--- src/rtl/pipe_pkg.sv ---
// Shared constants and types for the EX-stage multiply/divide unit.
package pipe_pkg;

  localparam int WIDTH = 32;
  localparam int STEPS = WIDTH;

  localparam logic [1:0] OP_MULT  = 2'b00;
  localparam logic [1:0] OP_MULTU = 2'b01;
  localparam logic [1:0] OP_DIV   = 2'b10;
  localparam logic [1:0] OP_DIVU  = 2'b11;

  typedef enum logic [1:0] {
    IDLE = 2'd0,
    CALC = 2'd1,
    FIX  = 2'd2
  } mdu_state_e;

  // Two's-complement magnitude of v when neg is set, otherwise v unchanged.
  function automatic logic [WIDTH-1:0] abs_if(input logic neg, input logic [WIDTH-1:0] v);
    return neg ? -v : v;
  endfunction

endpackage

--- src/rtl/pipe_exe_muldiv_if.sv ---
// EX-stage to multiply/divide unit interface: instruction side plus HI/LO results.
interface pipe_exe_muldiv_if;
  import pipe_pkg::*;

  logic             start;
  logic             ebubble;
  logic             flush;
  logic [1:0]       op;
  logic [WIDTH-1:0] ea;
  logic [WIDTH-1:0] eb;
  logic             mthi;
  logic             mtlo;
  logic             busy;
  logic             done;
  logic [WIDTH-1:0] hi;
  logic [WIDTH-1:0] lo;

  modport master (
    output start, ebubble, flush, op, ea, eb, mthi, mtlo,
    input  busy, done, hi, lo
  );

  modport slave (
    input  start, ebubble, flush, op, ea, eb, mthi, mtlo,
    output busy, done, hi, lo
  );

endinterface

--- src/rtl/pipe_exe_muldiv.sv ---
// Iterative 32-step shift-add multiplier / restoring divider owning HI/LO.
// Signed operations run on magnitudes; the sign is restored in the FIX state.
module pipe_exe_muldiv
  import pipe_pkg::*;
(
  input logic              clock,
  input logic              reset,
  pipe_exe_muldiv_if.slave mdu
);

  localparam int CNT_W = $clog2(STEPS);
  localparam logic [CNT_W-1:0] LAST = CNT_W'(STEPS - 1);

  mdu_state_e         state, state_next;
  logic               div_op;
  logic [CNT_W-1:0]   cnt;
  logic [WIDTH-1:0]   acc, qr, mcand, ea_orig, hi_r, lo_r;
  logic               neg_res, neg_rem, div0, done_r;
  logic               accept, move_ok, is_signed, sign_a, sign_b;
  logic [WIDTH:0]     mul_sum, div_sh;
  logic [2*WIDTH-1:0] prod;
  logic [WIDTH-1:0]   quot, rem, res_hi, res_lo;

  assign accept    = mdu.start & ~mdu.ebubble & ~mdu.flush & (state == IDLE);
  assign move_ok   = (state == IDLE) & ~mdu.ebubble & ~mdu.start & ~mdu.flush;
  assign is_signed = ~mdu.op[0];
  assign sign_a    = is_signed & mdu.ea[WIDTH-1];
  assign sign_b    = is_signed & mdu.eb[WIDTH-1];

  assign mdu.busy = (state != IDLE);
  assign mdu.done = done_r;
  assign mdu.hi   = hi_r;
  assign mdu.lo   = lo_r;

  // State register.
  always_ff @(posedge clock) begin
    if (reset) state <= IDLE;
    else       state <= state_next;
  end

  // Next state: flush always returns to IDLE, otherwise accept/count/fix sequence.
  always_comb begin
    state_next = state;
    if (mdu.flush) begin
      state_next = IDLE;
    end else begin
      case (state)
        IDLE:    if (accept) state_next = CALC;
        CALC:    if (cnt == LAST) state_next = FIX;
        FIX:     state_next = IDLE;
        default: state_next = IDLE;
      endcase
    end
  end

  // One iteration step: multiply add-and-shift sum, divide shifted partial remainder.
  always_comb begin
    mul_sum = {1'b0, acc} + {1'b0, (qr[0] ? mcand : {WIDTH{1'b0}})};
    div_sh  = {acc, qr[WIDTH-1]};
  end

  // Sign correction and result selection applied on the FIX edge.
  always_comb begin
    prod = {acc, qr};
    if (neg_res) prod = -prod;
    quot   = neg_res ? -qr : qr;
    rem    = neg_rem ? -acc : acc;
    res_hi = prod[2*WIDTH-1:WIDTH];
    res_lo = prod[WIDTH-1:0];
    if (div_op) begin
      if (div0) begin
        res_hi = ea_orig;
        res_lo = {WIDTH{1'b1}};
      end else begin
        res_hi = rem;
        res_lo = quot;
      end
    end
  end

  // Datapath: operand latch, iteration, HI/LO write-back and mthi/mtlo moves.
  always_ff @(posedge clock) begin
    if (reset) begin
      div_op  <= 1'b0;
      cnt     <= '0;
      acc     <= '0;
      qr      <= '0;
      mcand   <= '0;
      ea_orig <= '0;
      neg_res <= 1'b0;
      neg_rem <= 1'b0;
      div0    <= 1'b0;
      hi_r    <= '0;
      lo_r    <= '0;
      done_r  <= 1'b0;
    end else begin
      done_r <= 1'b0;
      if (accept) begin
        div_op  <= mdu.op[1];
        cnt     <= '0;
        acc     <= '0;
        neg_res <= sign_a ^ sign_b;
        neg_rem <= sign_a;
        div0    <= (mdu.eb == '0);
        ea_orig <= mdu.ea;
        if (mdu.op[1]) begin
          qr    <= abs_if(sign_a, mdu.ea);
          mcand <= abs_if(sign_b, mdu.eb);
        end else begin
          mcand <= abs_if(sign_a, mdu.ea);
          qr    <= abs_if(sign_b, mdu.eb);
        end
      end else if (state == CALC) begin
        cnt <= cnt + CNT_W'(1);
        if (div_op) begin
          if (div_sh >= {1'b0, mcand}) begin
            acc <= div_sh[WIDTH-1:0] - mcand;
            qr  <= {qr[WIDTH-2:0], 1'b1};
          end else begin
            acc <= div_sh[WIDTH-1:0];
            qr  <= {qr[WIDTH-2:0], 1'b0};
          end
        end else begin
          acc <= mul_sum[WIDTH:1];
          qr  <= {mul_sum[0], qr[WIDTH-1:1]};
        end
      end else if (state == FIX && !mdu.flush) begin
        hi_r   <= res_hi;
        lo_r   <= res_lo;
        done_r <= 1'b1;
      end else if (move_ok) begin
        if (mdu.mthi) hi_r <= mdu.ea;
        if (mdu.mtlo) lo_r <= mdu.ea;
      end
    end
  end

endmodule

--- src/flat_wrapper.sv ---
// flat-port wrapper written by rule: the top's interface ports become plain ports
module pipe_exe_muldiv_flat import pipe_pkg::*;
  (clock, reset, mdu_start, mdu_ebubble, mdu_flush, mdu_op, mdu_ea, mdu_eb, mdu_mthi, mdu_mtlo, mdu_busy, mdu_done, mdu_hi, mdu_lo);
  pipe_exe_muldiv_if mdu_i ();
  input logic clock;
  input logic reset;
  input wire logic [$bits(mdu_i.start)-1:0] mdu_start;
  input wire logic [$bits(mdu_i.ebubble)-1:0] mdu_ebubble;
  input wire logic [$bits(mdu_i.flush)-1:0] mdu_flush;
  input wire logic [$bits(mdu_i.op)-1:0] mdu_op;
  input wire logic [$bits(mdu_i.ea)-1:0] mdu_ea;
  input wire logic [$bits(mdu_i.eb)-1:0] mdu_eb;
  input wire logic [$bits(mdu_i.mthi)-1:0] mdu_mthi;
  input wire logic [$bits(mdu_i.mtlo)-1:0] mdu_mtlo;
  output wire logic [$bits(mdu_i.busy)-1:0] mdu_busy;
  output wire logic [$bits(mdu_i.done)-1:0] mdu_done;
  output wire logic [$bits(mdu_i.hi)-1:0] mdu_hi;
  output wire logic [$bits(mdu_i.lo)-1:0] mdu_lo;
  assign mdu_i.start = mdu_start;
  assign mdu_i.ebubble = mdu_ebubble;
  assign mdu_i.flush = mdu_flush;
  assign mdu_i.op = mdu_op;
  assign mdu_i.ea = mdu_ea;
  assign mdu_i.eb = mdu_eb;
  assign mdu_i.mthi = mdu_mthi;
  assign mdu_i.mtlo = mdu_mtlo;
  assign mdu_busy = mdu_i.busy;
  assign mdu_done = mdu_i.done;
  assign mdu_hi = mdu_i.hi;
  assign mdu_lo = mdu_i.lo;
  pipe_exe_muldiv u_core (.clock(clock), .reset(reset), .mdu(mdu_i));
endmodule
--- config.mk ---
export PLATFORM = sky130hd
export DESIGN_NAME = pipe_exe_muldiv_flat
export DESIGN_NICKNAME = d
export VERILOG_FILES = /design/src/rtl/pipe_pkg.sv /design/src/rtl/pipe_exe_muldiv_if.sv /design/src/rtl/pipe_exe_muldiv.sv /design/src/flat_wrapper.sv
export SDC_FILE = /design/constraint.sdc
export NUM_CORES = 1
export LEC_CHECK = 0
export CORE_AREA = 2 2 177 179
export DETAILED_ROUTE_END_ITERATION = 7
export DIE_AREA = 0 0 179 181
export GPL_TIMING_DRIVEN = 1
export HOLD_SLACK_MARGIN = 0.05
export PLACE_DENSITY_LB_ADDON = 0.3
export RECOVER_POWER = 50
export SETUP_SLACK_MARGIN = 0.02
export SYNTH_ARGS = -nofsm -noshare
export SYNTH_HDL_FRONTEND = slang
export SYNTH_SLANG_ARGS = --single-unit
--- constraint.sdc ---
create_clock -name clock -period 4.1 [get_ports clock]
set_input_delay 0.82 -clock clock [delete_from_list [all_inputs] [get_ports clock]]
set_output_delay 0.82 -clock clock [all_outputs]
set_load 0.005 [all_outputs]
* Yosys cells after proc, flatten, opt, wreduce, memory -nomap -nowiden
Cells that the tools add are included.
** Word-level totals
- Register bits after elaboration :: 204
- Input bits :: 73
- Output and inout port bits :: 66
- Word-level logic and storage cells :: 85
** Operators by class
- Add/sub/neg operators :: 8
- $lt $le $gt $ge :: 1
- Equality and inequality tests :: 5
- Muxes and demuxes :: 28
- Bitwise logic cells :: 15
- Reduce and logical (&&, ||, !) cells :: 15
** Operators with widths (count)
- 32-bit two-way mux :: 22
- 32-bit negation :: 4
- 64-bit two-way mux :: 1
- 64-bit negation :: 1
- 32-bit by 32-bit adder with 33-bit output :: 1
- 33-bit by 32-bit >= comparator with 1-bit output :: 1
- 32-bit logical NOT :: 1
- 32-bit subtractor :: 1
- 2-bit nonzero test :: 5
- 1-bit bitwise AND :: 8
- 4-bit AND reduction :: 2
- 1-bit inverter :: 6
- 5-bit by 1-bit adder with 5-bit output, second input constant :: 1
- 5-bit == test, second input constant :: 1
- 2-bit two-way mux :: 2
- 2-bit by 1-bit inequality test with 1-bit output, second input constant :: 2
- 2-bit one-hot mux with 2 select lines :: 1
- 2-bit OR reduction :: 2
- 3-bit OR reduction :: 1
- 2-bit by 1-bit == test with 1-bit output, second input constant :: 1
- 2-bit == test, second input constant :: 1
- 2-bit logical NOT :: 1
- 1-bit two-way mux :: 2
- 2-bit AND reduction :: 1
- other kinds (3) :: 3

* Longest topological paths before layout
Gate-level depths: netlist (run 1).
- Depth after elaboration :: 6
- Mapped depth :: 16
- Gate-level depth less buffers :: 14

* Least setup slack after synthesis (run 1)
No wires, ideal clock.
- Path type :: register to register
- Start :: reg u_core.qr[0]
- End :: reg u_core.acc[31]
- Setup time :: 0.117 ns
- Arrival :: 3.298 ns
- Data required time :: 3.983 ns
- Slack :: 0.685 ns
- Cell stages (with the launch flop) :: 14
- Path buffers :: 0
- Period minus slack after synthesis :: 3.415 ns
- Cell sequence :: dfxtp_1 > and2_1 > ha_1 > fa_1 > a211oi_1 > o21ai_0 > o31ai_1 > a211oi_1 > or3b_2 > o21ai_0 > nand2_1 > a311oi_1 > a21oi_1 > a22o_1
** On the way
- Longest elaborated chain between the ends :: 3
** Ends and longest elaborated chain
- from (decl) :: line pipe_exe_muldiv.sv:17 : logic [WIDTH-1:0] acc, qr, mcand, ea_orig, hi_r, lo_r;
- from (signal assigned) :: line pipe_exe_muldiv.sv:107 : qr <= abs_if(sign_a, mdu.ea);
- from (signal assigned) :: line pipe_exe_muldiv.sv:111 : qr <= abs_if(sign_b, mdu.eb);
- from (signal assigned) :: line pipe_exe_muldiv.sv:118 : qr <= {qr[WIDTH-2:0], 1'b1};
- 32-bit two-way mux :: line pipe_exe_muldiv.sv:58 : mul_sum = {1'b0, acc} + {1'b0, (qr[0] ? mcand : {WIDTH{1'b0}})};
- 32-bit by 32-bit adder with 33-bit output :: line pipe_exe_muldiv.sv:58
- 32-bit two-way mux :: line pipe_exe_muldiv.sv:115 : if (div_op) begin
- to (signal assigned) :: line pipe_exe_muldiv.sv:117 : acc <= div_sh[WIDTH-1:0] - mcand;
- to (signal assigned) :: line pipe_exe_muldiv.sv:120 : acc <= div_sh[WIDTH-1:0];
- to (signal assigned) :: line pipe_exe_muldiv.sv:124 : acc <= mul_sum[WIDTH:1];
- to (decl) :: line pipe_exe_muldiv.sv:17
No other way between the ends.
A chain may end at the register's enable or synchronous reset.

* Worst setup path in the final report (run 1)
- Start :: in mdu_flush
- End :: reg u_core.qr[21]
** On the way
- Longest elaborated chain between the ends :: 4
- Elaborated cells between the ends (all ways) :: 5
- Those cells by class :: mux: 1; bitwise: 3; reduce/logical: 1
** Ends and longest elaborated chain
- from (decl) :: line flat_wrapper.sv:9 : input wire logic [$bits(mdu_i.flush)-1:0] mdu_flush;
- 1-bit inverter * :: line pipe_exe_muldiv.sv:24 : assign accept = mdu.start & ~mdu.ebubble & ~mdu.flush & (state == IDLE);
- 1-bit bitwise AND * (2 in a row) :: line pipe_exe_muldiv.sv:24
- 32-bit two-way mux or 2-bit nonzero test (tied branches)
Every way passes the cells marked *; elsewhere a longest branch is shown, timed or not.

==> flow_summary.toml, run 1 <==
[worst_hold_path]
class_of_the_tightest_hold_or_removal_check = "register to register"
worst_min_path_start = "u_core.mdu.lo[18]"
hold_depth = 2
holdPathEnd = "u_core.mdu.lo[18]"

[synthesis]
synthesis.area_per_instance_um2 = 7.167
synth_edf_count = 0
ys_dominant_reg_cell = "sky130_fd_sc_hd__dfxtp_1"
synth-async-reset-ratio_pct = 0
register_area_share_after_synthesis_pct = 24.67
mappedNetlistArea_um2 = 16550
syn-num-nets = 2455
netlist_cell_types = 73
synthesized_flop_and_latch_total = 204
synth.yosys.warnings = 0
synthesis.instances = 2310

[global_route]
groute.layer.met2.usage_pct = 58.60
top_usage_layer = "met2"
grt_overflow_total = 0
antenna_found_initial = 0
grtUsageMet3_pct = 8.102
grt_start_max_net_pins = 111
globalRouteTotalUtil_pct = 39.05
first_global_vias = 16880
grt_pass1_wl_um = 98550
grt.met1_usage_pct = 52.26

[floorplan]
die_w_um = 179
die_y_um = 181
placeableCoreArea_um2 = 30350
die-area_um2 = 32400
initial_core_util_pct = 54.55
ios = 139
floorplan.rows = 64

[sta]
worst_pin_slew_ns = 1.479
total_count_of_hold_check_failures_in_the_final_report = 0
clock-skew-final_ns = 0.01488
totalNegativeSetupSlack_ns = 0
finalSetupViolations = 0
worst_slew_margin_rel_pct = 1.419
timing.final.max_slew_violations = 0
final.min_clock_period_ns = 3.884
final_worst_path_cycle_share_pct = 94.73
timing.fmax_ghz = 0.2575
grt_setup_unrepaired = "no"

[worst_setup_path]
worst-endpoint-arrival_ns = 4.28
ff2ff_path_depth = 13
rr_endpoint = "u_core.acc[31]"
internal_reg_to_reg_setup_slack_ns = 0.31
end_kind = "register"
start_kind = "input port"
required_ns = 4.49
critical_path_class = "input port to register"
timing.critical_path.fanout_max = 32
critical_path.reg2reg.startpoint = "u_core.qr[0]"

[final_layout]
final_layout_size_suffix_gt1_share_pct = 7.731
areaGrowthSynthToFinish_pct = 16.46
area_taken_by_multi_input_logic_gates_um2 = 11490
nNetsFinal = 2538
register_area_um2 = 4090
layout.cells.most_common_list = "273 x sky130_fd_sc_hd__nand2_1, 262 x sky130_fd_sc_hd__a21oi_1, 256 x sky130_fd_sc_hd__nor2_1"
final_area_um2 = 19280
n_fill_cell = 2736
layout.cells.most_common = "sky130_fd_sc_hd__nand2_1"

[clocking]
numCtsBuffers = 24
buffers_inserted_during_post_cts_setup_optimization = 0
clkSinkCount = 204
cts.reportedPaths.clkPinSlew_ns = 0.06
postCtsHoldBufs = 0
ctsLongestPathBuffers = 3
cts_root_buffer = "sky130_fd_sc_hd__clkbuf_16"
htreeDepth = 1
cts_tree = "built"
clk-insertion-delay-late_ns = 0.53

[placement]
place.detailed.hpwl_um = 48690
place_congestion = 1.008
numPortBuffers = 138
postPlaceCellArea_um2 = 18530

[pwr]
intPower_mw = 3.975
sw_frac_of_total_pct = 32.45
power_leakage_nw = 7.320
pwr-share-seq_pct = 36.3
clkPwrFrac_pct = 37.3
p_sw_mw = 1.910
max-vdd-ir-drop_mv = 0.2887
p_per_area_nw_per_um2 = 305.2
comb_power_share_pct = 26.4

[routing]
wirelength_um = 65250
remaining_drc_errors = 0
wl_per_cell_um = 23.28
via_per_inst = 6.598
drt_pass1_iterations = 6
antenna_left = 0
detailroute.via_count = 18490
drt_first_iter_violations = 2540

[status]
outcome = "completed"

[run]
drv.max_cap_violation_count = 0
==> logic make-up (layout without fill, tap and decap cells) <==
kind of cell | count (synthesis) | count (layout) | synth area share (%)
AOI/OAI and AO/OA | 764 | 764 | 28.61
and+or+nand+nor | 743 | 743 | 20.19
buffers and inverters | 255 | 351 | 6.031
xor gates and xnor gates | 208 | 208 | 11.00
DFF | 204 | 204 | 24.67
adders and majority gates | 72 | 72 | 5.532
muxes | 64 | 64 | 3.968
other | 0 | 1 | 0
==> routing by layer <==
| metal | wire length [µm] | vias up | share of wire, % |
|---|---|---|---|
| li1 | - | 8419 | - |
| met1 | 25520 | 8571 | 39 |
| met2 | 27550 | 1240 | 42 |
| met3 | 8005 | 263 | 12 |
| met4 | 4178 | 0 | 6.4 |
| met5 | 0 | - | 0 |
==> worst max path at each step <==
stage / from / to / slack [ns] / depth (start not counted)
3_3_place_gp: mdu_ea[11] / u_core.qr[28] / 0.25 / 12
3_5_place_dp: mdu_ea[11] / u_core.qr[28] / 0.14 / 12
5_1_grt: mdu_flush / u_core.qr[21] / 0.12 / 7
2_1_floorplan: u_core.qr[0] / u_core.acc[31] / 0.69 / 13
4_1_cts: u_core.qr[0] / u_core.acc[31] / 0.22 / 13
6_report: mdu_flush / u_core.qr[21] / 0.22 / 7
==> sequential cells by signal, summed over array words and instances (netlist names), 2 cells and up <==
register,count
u_core.acc,32
u_core.ea_orig,32
u_core.cnt,5
u_core.mdu.hi,32
u_core.mdu.lo,32
u_core.mcand,32
u_core.qr,32
u_core.state,2
==> stage by stage <==
step           hold slack (ns)  std cells  util, %  worst slack (ns)  total power, mW
6_report                0.4507       2803    63.53            0.2159            5.884
5_1_grt                 0.4760       2802    63.52            0.1225            6.057
4_1_cts                 0.4535       2802    63.64            0.2181            5.842
3_5_place_dp            0.4443       2763    61.07            0.1358            3.674
3_3_place_gp            0.4359       2763    61.07            0.2460            3.662
2_1_floorplan           0.4265       2310        -            0.6853            3.090
==> synthesized netlist by cell type (4+ instances only) <==
master	count	area, µm²
sky130_fd_sc_hd__nand2_1	273	1025
sky130_fd_sc_hd__a21oi_1	262	1311
sky130_fd_sc_hd__nor2_1	256	960.9
sky130_fd_sc_hd__dfxtp_1	204	4084
sky130_fd_sc_hd__o21ai_0	169	845.8
sky130_fd_sc_hd__clkbuf_1	151	566.8
sky130_fd_sc_hd__xnor2_1	128	1121
sky130_fd_sc_hd__xor2_1	80	700.7
sky130_fd_sc_hd__a211oi_1	71	533.0
sky130_fd_sc_hd__ha_1	70	875.8
sky130_fd_sc_hd__inv_1	68	255.2
sky130_fd_sc_hd__mux2i_1	51	510.5
sky130_fd_sc_hd__o211ai_1	49	367.9
sky130_fd_sc_hd__nor3_1	37	185.2
sky130_fd_sc_hd__o221ai_1	30	262.8
sky130_fd_sc_hd__o31ai_1	29	217.7
sky130_fd_sc_hd__nand3_1	27	135.1
sky130_fd_sc_hd__or3_1	21	131.4
sky130_fd_sc_hd__a21o_1	20	150.1
sky130_fd_sc_hd__a31oi_1	19	118.9
sky130_fd_sc_hd__buf_1	19	71.32
sky130_fd_sc_hd__nor4_1	19	118.9
sky130_fd_sc_hd__nand2b_1	16	100.1
sky130_fd_sc_hd__and3_1	14	87.58
sky130_fd_sc_hd__mux2_2	13	146.4
sky130_fd_sc_hd__nand4_1	13	81.33
sky130_fd_sc_hd__or4_1	13	97.59
sky130_fd_sc_hd__buf_2	12	60.06
sky130_fd_sc_hd__o21ai_1	12	60.06
sky130_fd_sc_hd__o22ai_1	12	75.07
sky130_fd_sc_hd__nor2b_1	11	68.82
sky130_fd_sc_hd__o21a_1	11	82.58
sky130_fd_sc_hd__o41ai_1	11	96.34
sky130_fd_sc_hd__a2111oi_0	10	87.58
sky130_fd_sc_hd__o21bai_1	10	75.07
sky130_fd_sc_hd__or2_2	9	56.30
sky130_fd_sc_hd__and2_1	7	43.79
sky130_fd_sc_hd__a311oi_1	6	52.55
sky130_fd_sc_hd__or4_4	6	67.56
sky130_fd_sc_hd__a21boi_0	4	30.03
sky130_fd_sc_hd__a31o_2	4	35.03
sky130_fd_sc_hd__a41oi_1	4	35.03
==> final cells by class <==
cell class / instances / area share, %
Antenna cell: 1 / 0.01298
Clock buffer: 36 / 3.719
Clock inverter: 3 / 0.3375
Inverter: 69 / 1.343
Multi-Input combinational cell: 1851 / 59.61
Sequential cell: 204 / 21.21
Tap cell: 396 / 2.570
Timing Repair Buffer: 243 / 11.19
==> critical path, stage by stage <==
cell	delay, ns
sky130_fd_sc_hd__clkdlybuf4s50_1	0.50
sky130_fd_sc_hd__nor2_1	0.13
sky130_fd_sc_hd__clkbuf_1	0.39
sky130_fd_sc_hd__nand3_1	1.03
sky130_fd_sc_hd__nand2b_1	0.80
sky130_fd_sc_hd__clkbuf_1	0.45
sky130_fd_sc_hd__o22ai_1	0.16
==> power by group through the flow <==
stage	logic [mW]	registers [mW]	clock network (mW)
5_1_grt	1.65	2.14	2.27
2_1_floorplan	0.960	2.13	0
3_5_place_dp	1.50	2.17	0
4_1_cts	1.51	2.13	2.20
3_3_place_gp	1.49	2.17	0
6_report	1.55	2.14	2.20
==> timing repair <==
| item | CTS | global route |
|---|---|---|
| resized for setup | 0 | 1 |
| setup endpoints to repair | 0 | 1 |
| endpoints found under the hold margin | 0 | 0 |
(Power assumes the default switching activity.)
==> run 2, diff against run 1 <==
- SKIP_CTS_REPAIR_TIMING: default -> 1
- clock period: 4.1 -> 4.9 ns (I/O delays scaled with it)
==> run 2 against run 1 <==
Against the previous run: critical path depth is the same; sequential share of layout area rose by 0.41 points; largest cell class unchanged; critical endpoint is now u_core.mcand[1]; combinational power shrank 20%; cell area shrank 1.9%; the run now ends with capacitance limit, slew limit left; register-to-register slack improved by 0.50 ns; critical path type unchanged; power decreased by 16%; clock power is 12% lower.
==> flow_summary.toml, run 2 (synthesis gave the netlist of run 1 again) <==
[clocking]
cts.reportedPaths.clkPinSlew_ns = 0.06
clk-insertion-delay-late_ns = 0.54
cts_tree = "built"
htreeDepth = 1
clkSinkCount = 204
ctsLongestPathBuffers = 3
cts_root_buffer = "sky130_fd_sc_hd__clkbuf_16"
numCtsBuffers = 25

[routing]
remaining_drc_errors = 0
detailroute.via_count = 18280
wl_per_cell_um = 23.43
wirelength_um = 64580
drt_first_iter_violations = 2356
via_per_inst = 6.633
antenna_left = 0
drt_pass1_iterations = 6

[run]
drv.max_cap_violation_count = 5

[sta]
timing.fmax_ghz = 0.2267
final_worst_path_cycle_share_pct = 90.01
finalSetupViolations = 0
grt_setup_unrepaired = "no"
total_count_of_hold_check_failures_in_the_final_report = 0
totalNegativeSetupSlack_ns = 0
clock-skew-final_ns = 0.01956
worst_slew_margin_rel_pct = -151.2
final.min_clock_period_ns = 4.411
timing.final.max_slew_violations = 257
worst_pin_slew_ns = 3.768

[final_layout]
post-route-util_pct = 62.32
final_layout_size_suffix_gt1_share_pct = 6.064
nNetsFinal = 2486
areaGrowthSynthToFinish_pct = 14.25
finish.cell_count_without_fillers = 2756
layout.cells.most_common_list = "273 x sky130_fd_sc_hd__nand2_1, 262 x sky130_fd_sc_hd__a21oi_1, 256 x sky130_fd_sc_hd__nor2_1"
layout.cells.most_common = "sky130_fd_sc_hd__nand2_1"

[floorplan]
floorplan.rows = 64
die_y_um = 181
die_w_um = 179
initial_core_util_pct = 54.55
ios = 139
placeableCoreArea_um2 = 30350
die-area_um2 = 32400

[worst_setup_path]
start_kind = "input port"
end_kind = "register"
path_cells = "dlygate4sd3_1 > nor2_1 > nand3_1 > clkbuf_1 > clkbuf_2 > o21ai_0 > nor2b_1"
slowest_stage_delay_cp_ns = 1.38
crit_path_top_delay_cell = "sky130_fd_sc_hd__clkbuf_1"
required_ns = 5.31
critical_path_class = "input port to register"
worst-endpoint-arrival_ns = 4.82
timing.critical_path.fanout_max = 36

[pwr]
power_leakage_nw = 7.098
max-vdd-ir-drop_mv = 0.2106
p_per_area_nw_per_um2 = 262.4

[status]
violations = "capacitance limit, slew limit"
outcome = "finished, violations left"

[placement]
place_congestion = 1.001
numPortBuffers = 138
placedCellCount = 2710
place.detailed.hpwl_um = 47660

[global_route]
grt_pass1_wl_um = 98040
grt_start_max_net_pins = 80
globalRouteTotalUtil_pct = 38.94
first_global_vias = 16880
antenna_found_initial = 0
grt_overflow_total = 0

[worst_hold_path]
class_of_the_tightest_hold_or_removal_check = "register to register"
## run 2: changes by cell type in the layout (fill, tap and decap cells not counted), sizes merged, moves of 2 or more
cell,delta
buf,-53
clkbuf,-6
clkinv,+8
inv,+2
## run 2: worst paths after layout
check | startpoint | to | slack (ns) | depth (start not counted)
setup / recovery | mdu_flush | u_core.mcand[1] | 0.49 | 7
hold / removal | u_core.mdu.lo[30] | u_core.mdu.lo[30] | 0.45 | 2
setup reg to reg | u_core.acc[25] | u_core.acc[14] | 0.81 | 12
hold reg to reg | u_core.mdu.lo[30] | u_core.mdu.lo[30] | 0.45 | 2
## run 2: metrics by stage
step	hold WS [ns]	cell area (µm²)	setup WS, ns	power [mW]
6_report	0.4486	18910	0.4894	4.963
5_1_grt	0.4691	18910	0.3619	5.126
4_1_cts	0.4535	18960	0.8790	4.925
3_5_place_dp	0.4452	18120	0.6093	3.019
3_3_place_gp	0.4381	18120	0.7347	3.007
2_1_floorplan	0.4265	16550	1.485	2.586
## run 2: cell type report
type                    count  area [µm²]
fillers                  2809       11430
multi-input cells        1851       11490
flip-flops and latches    204        4090
clock buffers              30       674.4
diodes                      2       5.005
clock inverters            14       165.2
well taps                 396       495.5
repair buffers            190        1737
inverters                  69       259.0
## run 2: worst max-delay path: cells and delay by family
family	cells	cell delay [ns]
AOI/OAI and AO/OA	1	0.14
buffers and inverters	3	2.60
and+or+nand+nor	3	1.08
## run 2: layer usage
| metal | track usage [%] | part of all wire, % | up-vias |
|---|---|---|---|
| met5 | 0 | 0 | - |
| met1 | 51.63 | 40 | 8589 |
| met3 | 8.481 | 10 | 235 |
| met2 | 59.28 | 43 | 1120 |
| met4 | 19.48 | 5.9 | 0 |
| li1 | - | - | 8337 |
## run 2: where the power goes
group          switching [mW]  internal [mW]  total (mW)  leakage [nW]
clock                   0.791           1.14        1.93         0.419
sequential             0.0737           1.71        1.79          1.66
combinational           0.776          0.468        1.24          5.02
total                    1.64           3.32        4.96          7.10
==> run 3, diff against run 2 <==
- CAP_MARGIN: default -> 20
==> results of run 3 <==
The final DEF is identical to that of run 2; final timing and power are the same.
